==> src/rtl/quad_pkg.sv <==
`default_nettype none
// ============================================================================
//  quad_pkg
//  Shared definitions for the quadrature velocity block: default parameter
//  values, the sampling FSM state encoding and the signed saturation helper.
//  Revision: 1.0 - initial release
// ============================================================================
package quad_pkg;

  localparam int VEL_W_DEF    = 16;
  localparam int AVG_LOG2_DEF = 2;
  localparam int PER_W_DEF    = 24;

  typedef enum logic [1:0] {
    IDLE  = 2'd0,
    PRIME = 2'd1,
    RUN   = 2'd2
  } state_t;

  // Clamp a 32-bit signed value into the range of a w-bit signed number.
  // The result stays 32 bits wide so callers can compare it with the input
  // to detect that clamping took place.
  function automatic logic signed [31:0] sat_signed(input logic signed [31:0] d,
                                                    input int w);
    logic signed [63:0] hi;
    logic signed [63:0] lo;
    logic signed [63:0] dx;
    hi = (64'sd1 <<< (w - 1)) - 64'sd1;
    lo = -(64'sd1 <<< (w - 1));
    dx = {{32{d[31]}}, d};
    if (dx > hi) return hi[31:0];
    if (dx < lo) return lo[31:0];
    return d;
  endfunction

endpackage
`default_nettype wire

==> src/rtl/quad_vel_window.sv <==
`default_nettype none
// ============================================================================
//  quad_vel_window
//  Moving-average window: shift register of 2^AVG_LOG2 signed deltas with a
//  running sum and a fill counter. Flush empties the window.
//  Ports:
//    clk, reset_n : clock, asynchronous active-low reset
//    flush        : synchronous empty of taps, sum and fill
//    push         : shift din in, oldest sample drops out of the sum
//    din          : new signed delta
//    sum          : running sum of all taps (grows by AVG_LOG2 bits, cannot wrap)
//    full         : window holds 2^AVG_LOG2 valid samples
//  Revision: 1.0 - initial release
// ============================================================================
module quad_vel_window import quad_pkg::*; #(
  parameter int VEL_W    = VEL_W_DEF,
  parameter int AVG_LOG2 = AVG_LOG2_DEF
) (
  input  logic                             clk,
  input  logic                             reset_n,
  input  logic                             flush,
  input  logic                             push,
  input  logic signed [VEL_W-1:0]          din,
  output logic signed [VEL_W+AVG_LOG2-1:0] sum,
  output logic                             full
);

  localparam int                DEPTH    = 1 << AVG_LOG2;
  localparam int                SUM_W    = VEL_W + AVG_LOG2;
  localparam logic [AVG_LOG2:0] FILL_MAX = (AVG_LOG2 + 1)'(DEPTH);

  logic signed [VEL_W-1:0] taps [DEPTH];
  logic [AVG_LOG2:0]       fill;
  logic signed [SUM_W-1:0] din_ext;
  logic signed [SUM_W-1:0] old_ext;

  assign din_ext = {{AVG_LOG2{din[VEL_W-1]}}, din};
  assign old_ext = {{AVG_LOG2{taps[DEPTH-1][VEL_W-1]}}, taps[DEPTH-1]};
  assign full    = (fill == FILL_MAX);

  // Empty taps hold zero, so subtracting the oldest tap while filling is a no-op.
  always_ff @(posedge clk or negedge reset_n) begin
    if (!reset_n) begin
      for (int i = 0; i < DEPTH; i++) taps[i] <= '0;
      sum  <= '0;
      fill <= '0;
    end else if (flush) begin
      for (int i = 0; i < DEPTH; i++) taps[i] <= '0;
      sum  <= '0;
      fill <= '0;
    end else if (push) begin
      taps[0] <= din;
      for (int i = 1; i < DEPTH; i++) taps[i] <= taps[i-1];
      sum <= sum + din_ext - old_ext;
      if (!full) fill <= fill + (AVG_LOG2 + 1)'(1);
    end
  end

endmodule
`default_nettype wire

==> src/rtl/quad_velocity.sv <==
`default_nettype none
// ============================================================================
//  quad_velocity
//  Samples the 32-bit quadrature position count every sample_period cycles
//  and reports the saturated signed per-period delta plus a moving average
//  over 2^AVG_LOG2 periods.
//  Ports:
//    clk, reset_n    : clock, asynchronous active-low reset
//    count           : position count (wraps modulo 2^32)
//    clear           : re-prime baseline, flush window, zero outputs
//    sample_period   : period in clk cycles, 0 disables sampling
//    velocity        : saturated delta of the last period, vel_valid strobe
//    velocity_avg    : floor(sum / 2^AVG_LOG2), avg_valid strobe
//    overflow        : sticky saturation flag, overflow_clr clears it
//  Revision: 1.0 - initial release
// ============================================================================
module quad_velocity import quad_pkg::*; #(
  parameter int VEL_W    = VEL_W_DEF,
  parameter int AVG_LOG2 = AVG_LOG2_DEF,
  parameter int PER_W    = PER_W_DEF
) (
  input  logic                    clk,
  input  logic                    reset_n,
  input  logic [31:0]             count,
  input  logic                    clear,
  input  logic [PER_W-1:0]        sample_period,
  output logic signed [VEL_W-1:0] velocity,
  output logic                    vel_valid,
  output logic signed [VEL_W-1:0] velocity_avg,
  output logic                    avg_valid,
  output logic                    overflow,
  input  logic                    overflow_clr
);

  localparam int SUM_W = VEL_W + AVG_LOG2;

  state_t                  state, state_nxt;
  logic [PER_W-1:0]        timer;
  logic [31:0]             prev;
  logic                    tick;
  logic                    period_zero;
  logic                    load;
  logic                    do_delta;
  logic                    flush;
  logic signed [31:0]      delta;
  logic signed [31:0]      clamped;
  logic                    sat_hit;
  logic signed [SUM_W-1:0] sum;
  logic                    full;

  assign period_zero = (sample_period == '0);
  assign tick        = (state != IDLE) && (timer == '0);
  // Modulo-2^32 subtraction makes counter wrap-around transparent.
  assign delta       = count - prev;
  assign clamped     = sat_signed(delta, VEL_W);
  assign sat_hit     = do_delta && (clamped != delta);

  always_ff @(posedge clk or negedge reset_n) begin
    if (!reset_n) state <= IDLE;
    else          state <= state_nxt;
  end

  // clear outranks a tick in the same cycle; a zero period seen at reload
  // drops back to IDLE without producing an output for that tick.
  always_comb begin
    state_nxt = state;
    load      = 1'b0;
    do_delta  = 1'b0;
    flush     = 1'b0;
    if (clear) begin
      flush     = 1'b1;
      load      = 1'b1;
      state_nxt = period_zero ? IDLE : PRIME;
    end else begin
      case (state)
        IDLE: begin
          if (!period_zero) begin
            load      = 1'b1;
            state_nxt = PRIME;
          end
        end
        PRIME, RUN: begin
          if (tick) begin
            load = 1'b1;
            if (period_zero) begin
              flush     = 1'b1;
              state_nxt = IDLE;
            end else begin
              do_delta  = (state == RUN);
              state_nxt = RUN;
            end
          end
        end
        default: state_nxt = IDLE;
      endcase
    end
  end

  always_ff @(posedge clk or negedge reset_n) begin
    if (!reset_n) begin
      timer <= '0;
      prev  <= '0;
    end else begin
      if (load)              timer <= period_zero ? '0 : sample_period - PER_W'(1);
      else if (state != IDLE) timer <= timer - PER_W'(1);
      if (tick && !clear)    prev <= count;
    end
  end

  quad_vel_window #(
    .VEL_W    (VEL_W),
    .AVG_LOG2 (AVG_LOG2)
  ) u_window (
    .clk     (clk),
    .reset_n (reset_n),
    .flush   (flush),
    .push    (do_delta),
    .din     (clamped[VEL_W-1:0]),
    .sum     (sum),
    .full    (full)
  );

  // Average is taken one cycle after the window update, once the window is full.
  always_ff @(posedge clk or negedge reset_n) begin
    if (!reset_n) begin
      velocity     <= '0;
      vel_valid    <= 1'b0;
      velocity_avg <= '0;
      avg_valid    <= 1'b0;
    end else if (clear) begin
      velocity     <= '0;
      vel_valid    <= 1'b0;
      velocity_avg <= '0;
      avg_valid    <= 1'b0;
    end else begin
      vel_valid <= do_delta;
      if (do_delta) velocity <= clamped[VEL_W-1:0];
      avg_valid <= vel_valid && full;
      if (vel_valid && full) velocity_avg <= VEL_W'(sum >>> AVG_LOG2);
    end
  end

  // New saturation wins over a simultaneous clear request.
  always_ff @(posedge clk or negedge reset_n) begin
    if (!reset_n)          overflow <= 1'b0;
    else if (sat_hit)      overflow <= 1'b1;
    else if (overflow_clr) overflow <= 1'b0;
  end

endmodule
`default_nettype wire

==> config.mk <==
export PLATFORM = sky130hd
export DESIGN_NAME = quad_velocity
export DESIGN_NICKNAME = d
export VERILOG_FILES = /design/src/rtl/quad_pkg.sv /design/src/rtl/quad_vel_window.sv /design/src/rtl/quad_velocity.sv
export SDC_FILE = /design/constraint.sdc
export NUM_CORES = 1
export LEC_CHECK = 0
export BUFFER_PORTS_ARGS = -buffer_cell sky130_fd_sc_hd__buf_2
export CORE_MARGIN = 1.5
export CORE_UTILIZATION = 61
export DETAILED_ROUTE_END_ITERATION = 8
export GPL_TIMING_DRIVEN = 0
export MAX_ROUTING_LAYER = met4
export PLACE_DENSITY = 0.79
export SYNTH_ARGS = -nofsm -noshare
export SYNTH_HDL_FRONTEND = slang
export SYNTH_SLANG_ARGS = --single-unit
==> constraint.sdc <==
create_clock -name clk -period 12.4 [get_ports clk]
set_input_delay 2.48 -clock clk [delete_from_list [all_inputs] [get_ports clk]]
set_output_delay 2.48 -clock clk [all_outputs]
set_load 0.1 [all_outputs]
==> results.yml <==
run_status:
  run_status: "finished, violations left"
  violations: "design-rule violations"
pwr:
  p_total_mw: 1.694
  ir_worst_vdd_uv: 101.1
  cellPowerDensity_nw_per_um2: 133.2
  leakagePower_nw: 5.979
cells_and_area:
  drive_above_1_share_pct: 15.48
  area_growth_pct: 12.47
  nets: 1447
min_path:
  min_to: "u_window.taps[60]"
  holdCritStartpoint: "u_window.taps[60]"
  hp-class: "flop to flop"
  hold-path-cell-count: 2
cts:
  cts_buffers: 17
  cts_max_level: 4
  cts_tree: "yes"
  clk_path_buf_depth: 2
  cts_setup_buffers: 0
  clk_pin_slew_ns: 0.07
  clk-insertion-delay-late_ns: 0.44
  hold_buffers: 0
  ctsRootBufferMaster: "clkbuf_16"
  clkSinkCount: 178
  cts_resized: 0
setup_path:
  crit_arrival_ns: 10.05
  regToRegEndpoint: "u_window.sum[16]"
  r2r_setup_slack_ns: 4.44
  path_class: "input pin to flop"
  r2r_start: "prev[13]"
  start_kind: "input pin"
  cp-end-kind: "flop"
  critPathSlowestCell: "clkbuf_1"
  crit_fanout: 10
  crit_required_ns: 12.69
  r2r_cells: 30
  max_stage_delay_ns: 0.58
grt:
  track_usage_pct: 30.89
  use_met2_pct: 46.39
  antenna_found_initial: 1
  grt_pass1_vias: 9168
  gr-max-usage-layer: "met2"
  gr-usage-met3_pct: 6.354
  overflow: 0
  grt_pass1_wl_um: 46220
  grt_use_met1_pct: 42.04
  grt_max_degree: 101
route:
  wl_per_cell_um: 17.95
  ant_nets: 0
  drt_iter0_drc: 787
  routed_wl_um: 27890
  drt_pass1_iterations: 8
  vias: 9495
  vias_per_cell: 6.110
  drcViolationCount: 7
synthesis:
  ys.warnings.count: 0
  async_flop_share_pct: 100.0
  synth_edf_count: 0
  netlist_area_sq_um: 11310
  ys_seq_area_share_pct: 39.39
  synth_ff_type: "dfrtp_1"
  syn_nets: 1333
  synth.distinct_cells: 90
  netlist_instances: 1197
  syn-mean-instance-area_sq_um: 9.446
  synth-seq-cells: 178
sta:
  slew_viol_final: 0
  relSlewSlack_pct: 42.09
  worstMarginPinSlew_ns: 0.8646
  period_share_pct: 78.71
  setup_tns_ns: 0
  final.min_clock_period_ns: 9.760
  fmax_mhz: 102.5
  setup_violations: 0
  hold_violations: 0
  skew_ns: 0.01259
  rsz0062_at_grt: "false"
floorplan:
  io_pins: 95
  die_area_sq_um: 19360
  rows: 49
  core_sq_um: 18090
  die_w_um: 139.1
  die_y_um: 139.1
  start_util_pct: 62.52
job:
  drv_cap: 0
place:
  gp_congestion: 0.9307
  dp_hpwl_um: 20980
  io_buffers: 94
[cell usage after synthesis (4+ instances only)]
master      n  area, sq um
a21oi_1    48        240.2
clkbuf_1   25        93.84
a22o_1     68        595.6
nor4_1     15        93.84
nand2_1    95        356.6
and3_1     13        81.33
a21o_1     22        165.2
o21a_4     10        150.1
o21bai_1    4        30.03
o21ai_1    14        70.07
or4_1       7        52.55
xnor2_1    36        315.3
nor2_1     74        277.8
nand2b_1    8        50.05
and2_1      6        37.54
nor2b_1    15        93.84
o21ai_0    94        470.5
mux2i_1     6        60.06
buf_6       9        101.4
inv_1      89        334.1
ha_1       58        725.7
o21a_1     10        75.07
a31o_2      4        35.03
nand4_1    13        81.33
buf_2      19        95.09
nand3_1    30        150.1
fa_1       18        360.4
or3_1      22        137.6
a31oi_1     8        50.05
dfrtp_1   178         4454
a211oi_1   19        142.6
xor2_1     32        280.3
o211ai_1    7        52.55
nor3_1     30        150.1
[through the flow]
stage	setup WS [ns]	hold slack, ns	std cells	utilization, %	cell area, sq um
floorplan	3.204	0.4502	1197	-	11310
global placement	2.370	0.4664	1520	66.70	12060
detailed placement	2.255	0.4723	1521	66.91	12100
CTS	2.691	0.4935	1553	70.30	12710
global route	2.156	0.5081	1554	70.31	12720
finish	2.640	0.4905	1554	70.31	12720
[power by group]
part           leakage (nW)  internal, mW  switching, mW
Combinational          3.35         0.218          0.313
Sequential             2.34         0.595         0.0112
Clock                 0.292         0.291          0.264
Total                  5.98          1.10          0.589
[final cells by class]
type	count	area, sq um
Clock inverter	15	187.7
Buffer	56	310.3
Multi-Input combinational cell	872	6201
Fill cell	1411	5369
Timing Repair Buffer	95	508.0
Tap cell	229	286.5
Clock buffer	17	425.4
Antenna cell	1	2.502
Inverter	91	341.6
Sequential cell	178	4454
[worst max path at each step]
stage,startpoint,end,depth (start not counted)
global placement,count[13],u_window.sum[16],30
CTS,count[13],u_window.sum[16],30
detailed placement,count[13],u_window.sum[16],30
global route,count[18],u_window.sum[16],30
floorplan,count[13],u_window.sum[16],29
finish,count[13],u_window.sum[16],30
[registers in the layout, indices dropped and copies added, names as in the netlist]
signal / cells
prev: 32
timer: 24
overflow: 1
velocity: 16
u_window.fill: 3
vel_valid: 1
velocity_avg: 16
u_window.taps: 48
u_window.old_ext: 16
state: 2
avg_valid: 1
u_window.sum: 18
[cells by family (layout without fill, tap and decap cells)]
| family | count (synthesis) | count (layout) | synth area share (%) |
|---|---|---|---|
| AOI/OAI and AO/OA | 357 | 357 | 22.62 |
| xor gates and xnor gates | 68 | 68 | 5.267 |
| adders and majority gates | 76 | 76 | 9.605 |
| buffers and inverters | 147 | 274 | 5.765 |
| DFF | 178 | 178 | 39.39 |
| muxes | 8 | 8 | 0.7303 |
| other | 0 | 1 | 0 |
| and+or+nand+nor | 363 | 363 | 16.62 |
[routing by layer]
layer,wire length (um),share of wire (%)
met5,0,0
met4,608,2.2
met3,1860,6.7
met2,12460,45
met1,12960,46
[critical path, delay by kind of cell]
family / cells / cell delay, ns
mux: 1 / 0.22
simple gates: 8 / 1.63
buf+inv: 4 / 0.89
fa+ha+maj: 4 / 1.72
compound gates: 13 / 3.11
[placed cells by master (no fill, tap or decap), types with 6 or more instances in the layout]
cell type and count:
nand2_1 95, mux2i_1 6, buf_6 9, nor2_1 74, inv_1 89, o21a_4 10, o21ai_0 94, ha_1 58
o21ai_1 14, a31oi_1 8, and2_1 6, xnor2_1 36, nand3_1 30, nand4_1 13, nor4_1 15, or4_1 7
clkbuf_1 25, a21o_1 22, nand2b_1 8, o211ai_1 7, dfrtp_1 178, a22o_1 68, buf_2 112, nor3_1 30
and3_1 13, xor2_1 32, or3_1 22, o21a_1 10, fa_1 18, a211oi_1 19, a21oi_1 48, clkbuf_16 17
nor2b_1 15
No activity file was read; power rests on OpenSTA's default activity.
